`src/rtl/br_pkg.sv`:
```
// br_pkg: shared definitions for the conditional-branch sequencer.
//   state_e : sequencer state encoding (IDLE 0, EVAL 1, ADDR 2, SUM 3, WB 4)
//   cond_e  : branch condition select carried in the c2 field
package br_pkg;

   typedef enum logic [2:0] {
      IDLE = 3'd0,
      EVAL = 3'd1,
      ADDR = 3'd2,
      SUM  = 3'd3,
      WB   = 3'd4
   } state_e;

   typedef enum logic [1:0] {
      COND_ZERO    = 2'b00,
      COND_NONZERO = 2'b01,
      COND_POS     = 2'b10,
      COND_NEG     = 2'b11
   } cond_e;

endpackage

```
`src/rtl/branch_cond.sv`:
```
// branch_cond: combinational branch-condition evaluator.
// Ports:
//   c2   in  2       condition select (zero / nonzero / positive / negative)
//   bus  in  DATA_W  register value under test (Ra)
//   flag out 1       condition result
module branch_cond
   import br_pkg::*;
#(
   parameter int DATA_W = 32
) (
   input  logic [1:0]        c2,
   input  logic [DATA_W-1:0] bus,
   output logic              flag
);

   always_comb begin
      flag = 1'b0;
      case (c2)
         COND_ZERO:    flag = (bus == '0);
         COND_NONZERO: flag = (bus != '0);
         // zero has a clear sign bit, so it counts as positive
         COND_POS:     flag = ~bus[DATA_W-1];
         COND_NEG:     flag = bus[DATA_W-1];
         default:      flag = 1'b0;
      endcase
   end

endmodule

```
`src/rtl/branch_ctrl.sv`:
```
// branch_ctrl: micro-sequencer for conditional-branch instructions.
// Optional feature macro: BR_STATS_EN (taken / not-taken saturating counters;
// when undefined the counter ports are tied to 0 and no counter flops exist).
// Ports:
//   clk, clr (async active-high reset)
//   start, c2_field, bus, hold            inputs from control unit / datapath
//   ready                                 high in IDLE
//   r_out, con_in, pc_out, y_in, c_out,
//   alu_add, z_in, z_low_out, pc_in       datapath strobes
//   con_out                               latched condition result
//   done                                  one-cycle completion pulse (WB)
//   taken_cnt, nottaken_cnt               branch statistics
//
// state | meaning
// IDLE  | waiting for start; ready high
// EVAL  | Ra on bus, condition latched into CON
// ADDR  | PC on bus into Y
// SUM   | offset on bus, ALU add, result into Z
// WB    | done; Z into PC if branch taken
module branch_ctrl
   import br_pkg::*;
#(
   parameter int DATA_W = 32,
   parameter int CNT_W  = 16
) (
   input  logic              clk,
   input  logic              clr,
   input  logic              start,
   input  logic [1:0]        c2_field,
   input  logic [DATA_W-1:0] bus,
   input  logic              hold,
   output logic              ready,
   output logic              r_out,
   output logic              con_in,
   output logic              pc_out,
   output logic              y_in,
   output logic              c_out,
   output logic              alu_add,
   output logic              z_in,
   output logic              z_low_out,
   output logic              pc_in,
   output logic              con_out,
   output logic              done,
   output logic [CNT_W-1:0]  taken_cnt,
   output logic [CNT_W-1:0]  nottaken_cnt
);

   state_e     state_q;
   logic [1:0] c2_q;
   logic       con_q;
   logic       cond_flag;

   branch_cond #(.DATA_W(DATA_W)) u_cond (
      .c2   (c2_q),
      .bus  (bus),
      .flag (cond_flag)
   );

   always_ff @(posedge clk or posedge clr) begin
      if (clr) begin
         state_q <= IDLE;
         c2_q    <= 2'b00;
         con_q   <= 1'b0;
      end else if (!hold) begin
         case (state_q)
            IDLE: begin
               if (start) begin
                  state_q <= EVAL;
                  c2_q    <= c2_field;
               end
            end
            EVAL: begin
               con_q   <= cond_flag;
               state_q <= cond_flag ? ADDR : WB;
            end
            ADDR:    state_q <= SUM;
            SUM:     state_q <= WB;
            WB:      state_q <= IDLE;
            default: state_q <= IDLE;
         endcase
      end
   end

   // Strobes decode only from registered state and hold, so an async clr
   // (state forced to IDLE) drops every strobe in the same cycle.
   always_comb begin
      r_out     = 1'b0;
      con_in    = 1'b0;
      pc_out    = 1'b0;
      y_in      = 1'b0;
      c_out     = 1'b0;
      alu_add   = 1'b0;
      z_in      = 1'b0;
      z_low_out = 1'b0;
      pc_in     = 1'b0;
      done      = 1'b0;
      if (!hold) begin
         case (state_q)
            EVAL: begin
               r_out  = 1'b1;
               con_in = 1'b1;
            end
            ADDR: begin
               pc_out = 1'b1;
               y_in   = 1'b1;
            end
            SUM: begin
               c_out   = 1'b1;
               alu_add = 1'b1;
               z_in    = 1'b1;
            end
            WB: begin
               done      = 1'b1;
               z_low_out = con_q;
               pc_in     = con_q;
            end
            default: ;
         endcase
      end
   end

   assign ready   = (state_q == IDLE);
   assign con_out = con_q;

`ifdef BR_STATS_EN
   logic [CNT_W-1:0] taken_q;
   logic [CNT_W-1:0] nottaken_q;

   always_ff @(posedge clk or posedge clr) begin
      if (clr) begin
         taken_q    <= '0;
         nottaken_q <= '0;
      end else if (!hold && state_q == WB) begin
         if (con_q) begin
            if (taken_q != '1) taken_q <= taken_q + CNT_W'(1);
         end else begin
            if (nottaken_q != '1) nottaken_q <= nottaken_q + CNT_W'(1);
         end
      end
   end

   assign taken_cnt    = taken_q;
   assign nottaken_cnt = nottaken_q;
`else
   assign taken_cnt    = '0;
   assign nottaken_cnt = '0;
`endif

endmodule

```
`config.mk`:
```
export PLATFORM = sky130hd
export DESIGN_NAME = branch_ctrl
export DESIGN_NICKNAME = d
export VERILOG_FILES = /design/src/rtl/br_pkg.sv /design/src/rtl/branch_cond.sv /design/src/rtl/branch_ctrl.sv
export SDC_FILE = /design/constraint.sdc
export NUM_CORES = 1
export LEC_CHECK = 0
export CAP_MARGIN = 20
export CORE_UTILIZATION = 29
export DETAILED_ROUTE_END_ITERATION = 8
export PLACE_DENSITY = 0.9
export SLEW_MARGIN = 20
export SYNTH_ARGS = -nofsm -noshare
export SYNTH_HDL_FRONTEND = slang
export SYNTH_SLANG_ARGS = --single-unit
```
`constraint.sdc`:
```
create_clock -name clk -period 3.05 [get_ports clk]
set_input_delay 0.61 -clock clk [delete_from_list [all_inputs] [get_ports clk]]
set_output_delay 0.61 -clock clk [all_outputs]
set_load 0.03 [all_outputs]
```
==> summary by stage, run 1 <==
Timing
The tightest hold path in the finished design has a slack of 525.2 ps. The final-report hold violation count is 0. Subtracting the final worst setup slack from the clock period gives between 2000 and 3000 ps. In the finished design, the share of the clock period the worst path needs comes to 0.9507. The achievable clock frequency is 0.3449 GHz. The total negative setup slack is 0 ps.

The worst path meets setup with 150.5 ps of slack. The largest clock skew in the final design is ~4.2 ps. The total count of max-transition violations in the final report was 0. The number of endpoints failing setup at the final stage is 0.

Setup repair after global routing left no endpoint under its margin.

CTS
The clock buffer count from CTS is 3. The later pin in the worst-skew pair is clocked with a latency of 240 ps. Counting along the longest clock path gives a buffer depth of 2.

The library cell used as clock root buffer is sky130_fd_sc_hd__clkbuf_4. Buffers added to address setup during post-CTS repair amount to 0. Counting every sink on the clock net gives 6. Post-CTS repair changed the size of 0 cells.

The TritonCTS clock tree is done. The clock slew seen by the registers of the worst setup and hold paths is 50 ps. CTS built an H-tree with a depth of 1. Buffers inserted to repair hold after CTS numbered 0.

Worst setup path
The endpoint type of the worst setup path is a primary output. The critical path class is in2out. Across all register-to-register paths, the minimum setup slack is 1340 ps. Data on the critical path arrives at its endpoint at 2290 ps. Along the worst path, the maximum fanout reaches 6. The worst endpoint required time is 2440 ps. The worst register-to-register path begins at c2_q[1].

The endpoint identified for the worst register-to-register timing path is state_q[2]. STA classifies the critical path startpoint as an input port. For the worst flop-to-flop path, the logic depth is 5.

Detailed routing
The number of detailed-routing iterations run before antenna repair is 4. The routed design has 1.551 mm of wire. After the first detailed-routing iteration, the DRC count stood at 4.

The count of nets left with antenna violations once routing finished came out at 0. Dividing the detail-routed wire length by the instance count gives 9.574 um. The number of DRC violations after detailed routing is 0. The total vias in the final route is ~670. After detailed routing, the number of vias per cell comes to 4.105.

Placement
The post-placement worst setup slack is around 110 ps. Once placement finished, the instance area stood at 1070 um^2. After detailed placement, the design holds a cell count of about 160. The HPWL after detailed placement is 1.380 mm.

The placer's final routability congestion estimate is 0.7834. Input and output buffers added on the ports amount to between 40 and 50.

Die
The I/O pin total is 82. The floorplan has 17 rows. The die covers 2635 um^2. The area of the placeable core is approximately 2300 um^2.

The initial utilization of the core area, before any placement, comes to 0.3130. The chip width is 51.33 um. The overall die height is 51.33 um.

Yosys
The cell count after synthesis came out at 89. The synthesized area per cell is just under 8 um^2. Yosys printed 0 warnings.

The number of different library cells used by synthesis comes to 23. The mapped netlist covers 705.7 um^2. Synthesis inferred 6 register bits. The sequential-to-total area share from yosys stat is 0.2128.

Hold path
The worst hold path terminates at con_out. In this run the most critical hold path is launched from con_out. The cell count of the worst hold path is 2. The path class of the tightest hold or removal check is reg2reg.

Cells and area
The number of antenna diodes is 0. The number of nets in the finished design is ~170. The finished cells cover between 1000 and 1500 um^2. For this run, the number of standard cells in the final layout without fillers is 162. The filler cells instantiated in the layout total 241. The final core area utilization is 0.4883.

The most common cell after layout, fill and taps aside is sky130_fd_sc_hd__clkdlybuf4s50_1. Relative to the synthesized area, the layout overhead comes to 56.03%. The share of layout cells above drive strength 1 is 0.06716. The top cell types in the final layout, fill and taps aside, are 48 x sky130_fd_sc_hd__clkdlybuf4s50_1, 32 x sky130_fd_sc_hd__conb_1, 8 x sky130_fd_sc_hd__nor2_1, 6 x sky130_fd_sc_hd__nor4_1, 6 x sky130_fd_sc_hd__dfrtp_1.

Pwr
The worst vdd rail ir drop is between 0.3 and 0.4 mV. The power density relative to cell area is about 580 nW/um^2. The power after layout is 0.6354 mW. The standby leakage power is 0.4766 nW.

Job
Max-cap violations in this run came to 0.

GRT
Across every metal layer, demand over resource in global routing totals 0.1197. Global routing finished with a remaining overflow of 0. The wire length of the first global-routing pass is about 2.3 mm. Entering global routing, the biggest net connects 14 pins. The initial antenna violation count was 0.

The number of global-route vias before repair came to 591.

Outcome
The run finished with clean final reports.
[cells by family (layout without fill, tap and decap cells)]
group | Yosys count | after routing | synth area share
multiplexers | 2 | 2 | 0.03191
flip-flops | 6 | 6 | 0.2128
AND/OR/NAND/NOR | 30 | 30 | 0.2341
other | 1 | 32 | 0.005314
AO/OA/AOI/OAI | 8 | 8 | 0.08155
XOR/XNOR | 2 | 2 | 0.02483
buffers and inverters | 40 | 54 | 0.4096
[flip-flops by register name, summed over array words and instances, names as in the netlist]
| register | count |
|---|---|
| state_q | 3 |
| c2_q | 2 |
| con_out | 1 |
[cells in the mapped netlist]
cell | instances | area share
sky130_fd_sc_hd__o31ai_1 | 2 | 0.021
sky130_fd_sc_hd__and3_1 | 1 | 0.0089
sky130_fd_sc_hd__nand2_1 | 3 | 0.016
sky130_fd_sc_hd__nor3_1 | 4 | 0.028
sky130_fd_sc_hd__dfrtp_1 | 6 | 0.21
sky130_fd_sc_hd__or2b_1 | 1 | 0.011
sky130_fd_sc_hd__o21ai_0 | 4 | 0.028
sky130_fd_sc_hd__nor4_2 | 1 | 0.018
sky130_fd_sc_hd__nor4_1 | 6 | 0.053
sky130_fd_sc_hd__conb_1 | 1 | 0.0053
sky130_fd_sc_hd__o31ai_2 | 1 | 0.018
sky130_fd_sc_hd__mux2_2 | 2 | 0.032
sky130_fd_sc_hd__nand3_1 | 2 | 0.014
sky130_fd_sc_hd__buf_4 | 37 | 0.39
sky130_fd_sc_hd__nor2_1 | 8 | 0.043
sky130_fd_sc_hd__and2_1 | 1 | 0.0089
sky130_fd_sc_hd__xor2_1 | 1 | 0.012
sky130_fd_sc_hd__a221o_1 | 1 | 0.014
sky130_fd_sc_hd__nor4b_1 | 2 | 0.025
sky130_fd_sc_hd__nand4_1 | 1 | 0.0089
sky130_fd_sc_hd__clkbuf_1 | 2 | 0.011
sky130_fd_sc_hd__inv_1 | 1 | 0.0053
sky130_fd_sc_hd__xnor2_1 | 1 | 0.012
[critical path, cell delays in order]
cell and delay [ps]:
sky130_fd_sc_hd__clkdlybuf4s50_1 510, sky130_fd_sc_hd__nor2_1 230, sky130_fd_sc_hd__nand2_1 100, sky130_fd_sc_hd__nor2_1 150, sky130_fd_sc_hd__clkdlybuf4s50_1 690
[area by class of cell]
| class | count | area (um^2) | area share |
|---|---|---|---|
| multi-input cells | 74 | 389.1 | 0.3534 |
| well taps | 28 | 35.03 | 0.03182 |
| repair buffers | 50 | 500.5 | 0.4545 |
| inverters | 1 | 3.754 | 0.003409 |
| clock buffers | 3 | 22.52 | 0.02045 |
| flip-flops and latches | 6 | 150.1 | 0.1364 |
[worst max path at each step]
stage | start | to | slack [ps] | cells after the start
6_report | hold | r_out | 150 | 5
3_5_place_dp | hold | pc_in | 110 | 4
4_1_cts | hold | pc_in | 100 | 4
2_1_floorplan | hold | z_low_out | 60 | 3
3_3_place_gp | hold | z_low_out | 180 | 4
5_1_grt | hold | r_out | 6 | 5
[metal layers]
metal  up-vias  wire, um  global-route usage
li1        329         -                   -
met2        47       890              0.2434
met3         2       158             0.02679
met1       287       489              0.1041
met5         -         0                   0
met4         0        12             0.06757
[power by group]
group          total (mW)  internal, mW  switching, mW
Combinational       0.388         0.175          0.213
Sequential          0.174         0.117         0.0570
Clock              0.0731        0.0445         0.0286
Power figures use the tool's default switching activity.
==> run 2, diff against run 1 <==
- HOLD_SLACK_MARGIN: unset -> 0.12
- SLEW_MARGIN: 20 -> 10
==> results of run 2 <==
The final DEF is identical to that of run 1; final timing and power are the same.
==> run 3, diff against run 2 <==
- SKIP_LAST_GASP: unset -> 1
==> run 3 against run 2 <==
Global-route usage stayed put. Largest cell class unchanged. Register-to-register slack hardly changed. Sequential power about the same. Sequential share of layout area barely moved. Count of clock-buffer cells in the layout unchanged. Clock skew stayed put. Combinational power about the same. First-iteration DRC count stayed put. Routed wire length decreased by 0.26%. Critical path depth is the same. Worst setup slack worse by 12 ps.
==> summary by stage, run 3 (synthesis gave the netlist of run 1 again) <==
CTS
Clock tree synthesis selected as its root buffer the cell sky130_fd_sc_hd__clkbuf_4. The number of post-CTS setup repair buffers is 0 (unchanged). The TritonCTS clock tree is done. The clock buffer count from CTS is 3 (unchanged).

The number of buffers on the longest clock path was 2 (unchanged). The number of sinks driven by the clock tree is 6 (unchanged). The number of cells upsized or downsized after cts came to 0 (unchanged). The clock insertion delay at the later pin of the skew report is 240 ps (about the same). The number of hold-repair buffers added at the cts stage was 0 (unchanged). The clock slew seen by the registers of the worst setup and hold paths is 50 ps (about the same). The number of H-tree levels came to 1 (unchanged).

Placement
The post-placement worst setup slack is 107.1 ps (unchanged). The placed wire-length estimate was 1.380 mm (unchanged). The placer's final routability congestion estimate was 0.7834 (unchanged). The placed standard-cell area is 1070 um^2 (unchanged). The count of port buffers added during placement is 49 (unchanged).

Worst setup path
The critical path class is in2out. The worst setup path is captured at a primary output. The largest fanout on the critical path was 6 (unchanged). The worst setup path is launched from an input port. The worst path arrival time was 2300 ps (about the same). The worst endpoint required time came to 2440 ps (about the same).

Pwr
The fraction of power consumed by sequential logic came to 0.274 (about the same). The standby leakage power is 0.4598 nW (-3.5%). The fraction of power consumed by combinational cells was 0.611 (about the same). The net switching power figure is 0.2984 mW (about the same). The power density relative to cell area was 578.8 nW/um^2 (+0.31%). The power share of the clock group came to 0.115 (about the same). The worst vdd rail ir drop is 0.3422 mV (about the same). The switching share of total power is 0.4693 (-0.0005028). The internal power came to 0.3375 mW (+0.17%).

Detailed routing
The detailed-route wire length was 1.547 mm (-0.26%). The count of antenna-violating nets left after detailed routing was 0 (unchanged). The number of DRC violations after detailed routing is 0 (unchanged).

The via-per-instance ratio came to 4.105 (unchanged). The total vias in the final route is 665 (unchanged). The average wire per standard cell came to 9.549 um (-0.26%). The number of detailed-routing iterations run before antenna repair is 4 (unchanged). The DRC marker count from the first detailed-route iteration is 4 (unchanged).

Cells and area
The most common cell after layout, fill and taps aside is sky130_fd_sc_hd__clkdlybuf4s50_1. The area growth from synthesis to layout is 55.67%. The most flop-heavy register is state_q. The share of layout cells above drive strength 1 is 0.06716 (unchanged).

The flip-flop and latch area is 150.1 um^2 (unchanged). The flip-flop count of the largest register after layout is 3 (unchanged). The count of filler cells inserted in the layout was 241 (unchanged). The number of nets in the finished design is 174 (unchanged). The number of antenna diodes is 0 (unchanged). The cell area after layout is 1099 um^2 (-0.23%).

The area taken by multi-input logic gates was 389.1 um^2 (unchanged). The top cell types in the final layout, fill and taps aside, are 49 x sky130_fd_sc_hd__clkdlybuf4s50_1, 32 x sky130_fd_sc_hd__conb_1, 8 x sky130_fd_sc_hd__nor2_1, 6 x sky130_fd_sc_hd__nor4_1, 6 x sky130_fd_sc_hd__dfrtp_1.

Timing
The total count of max-transition violations in the final report was 0 (unchanged). The final-report hold violation count came to 0 (unchanged). The ratio of final minimum period to clock period came to 0.9547 (+0.003993). The slack of the critical path is 138.3 ps (-12.18 ps). Setup repair after global routing could not meet its margin everywhere.

The achievable clock frequency is 0.3434 GHz (-0.42%). The largest clock skew in the final design is 4.159 ps (unchanged). The number of endpoints failing setup at the final stage is 0 (unchanged). The minimum clock period is 2912 ps (+12.18 ps).

Die
The standard-cell row count is 17 (unchanged). The die area is 2635 um^2 (unchanged). The overall die height was 51.33 um (unchanged). The initial standard-cell utilization of the core was 0.3130 (unchanged). The chip width is 51.33 um (unchanged).

The I/O pin total is 82 (unchanged). The area of the placeable core is 2255 um^2 (unchanged).

GRT
The number of global-route vias before repair came to 591 (unchanged). The largest net degree at the start of global routing is 14 (unchanged). The total routing usage reported by global routing came to 0.1197 (unchanged). The initial antenna violation count is 0 (unchanged).

The wire length of the first global-routing pass came to 2.297 mm (unchanged). The total grt overflow is 0 (unchanged).

Job
The number of violations of the max-capacitance limit is 0 (unchanged).

Outcome
The run finished with clean final reports.

Hold path
The tightest min-delay check is of the reg2reg type.
-- run 3: worst max-delay path: stages --
cell                              delay [ps]
sky130_fd_sc_hd__clkdlybuf4s50_1         510
sky130_fd_sc_hd__nor2_1                  230
sky130_fd_sc_hd__nand2_1                 100
sky130_fd_sc_hd__nor2_1                  150
sky130_fd_sc_hd__clkdlybuf4s50_1         700
-- run 3: power by group through the flow --
stage	clock (mW)	sequential (mW)	combinational, mW
after floorplan	0	0.156	0.299
after global placement	0	0.169	0.379
after detailed placement	0	0.173	0.389
after CTS	0.0765	0.172	0.390
after global routing	0.0836	0.183	0.416
final	0.0731	0.174	0.388
-- run 3: final cells by class --
type	count	area share
multi-input cells	74	0.3542
well taps	28	0.03189
flip-flops and latches	6	0.1367
clock buffers	3	0.02050
inverters	1	0.003417
repair buffers	50	0.4533
-- run 3: metal layers --
layer / up-vias / share of wire / GRT usage / wire length [um]
li1: 329 / - / - / -
met1: 287 / 0.32 / 0.1041 / 488
met2: 47 / 0.57 / 0.2434 / 889
met3: 2 / 0.10 / 0.02679 / 156
met4: 0 / 0.0078 / 0.06757 / 12
met5: - / 0 / 0 / 0
-- run 3: metrics by stage --
step | utilization | power, mW | TNS (ps) | cells | hold WS [ps]
after floorplan | - | 0.4541 | 0 | 120 | 401.0
after global placement | 0.4745 | 0.5484 | 0 | 159 | 526.1
after detailed placement | 0.4745 | 0.5618 | 0 | 159 | 520.0
after global routing | 0.4872 | 0.6823 | -8.161 | 162 | 562.3
after CTS | 0.4845 | 0.6383 | 0 | 162 | 530.4
final | 0.4872 | 0.6359 | 0 | 162 | 525.2
-- run 3: path summary, 6_finish.rpt --
| kind | from | slack (ps) | end | cells after the start |
|---|---|---|---|---|
| min reg2reg | con_out | 530 | con_out | 2 |
| max in group asynchronous | clr | 2280 | c2_q[1] | 2 |
| min in group asynchronous | clr | 580 | con_out | 2 |
| min | con_out | 530 | con_out | 2 |
| max | hold | 140 | con_in | 5 |
| max reg2reg | c2_q[1] | 1340 | state_q[2] | 5 |
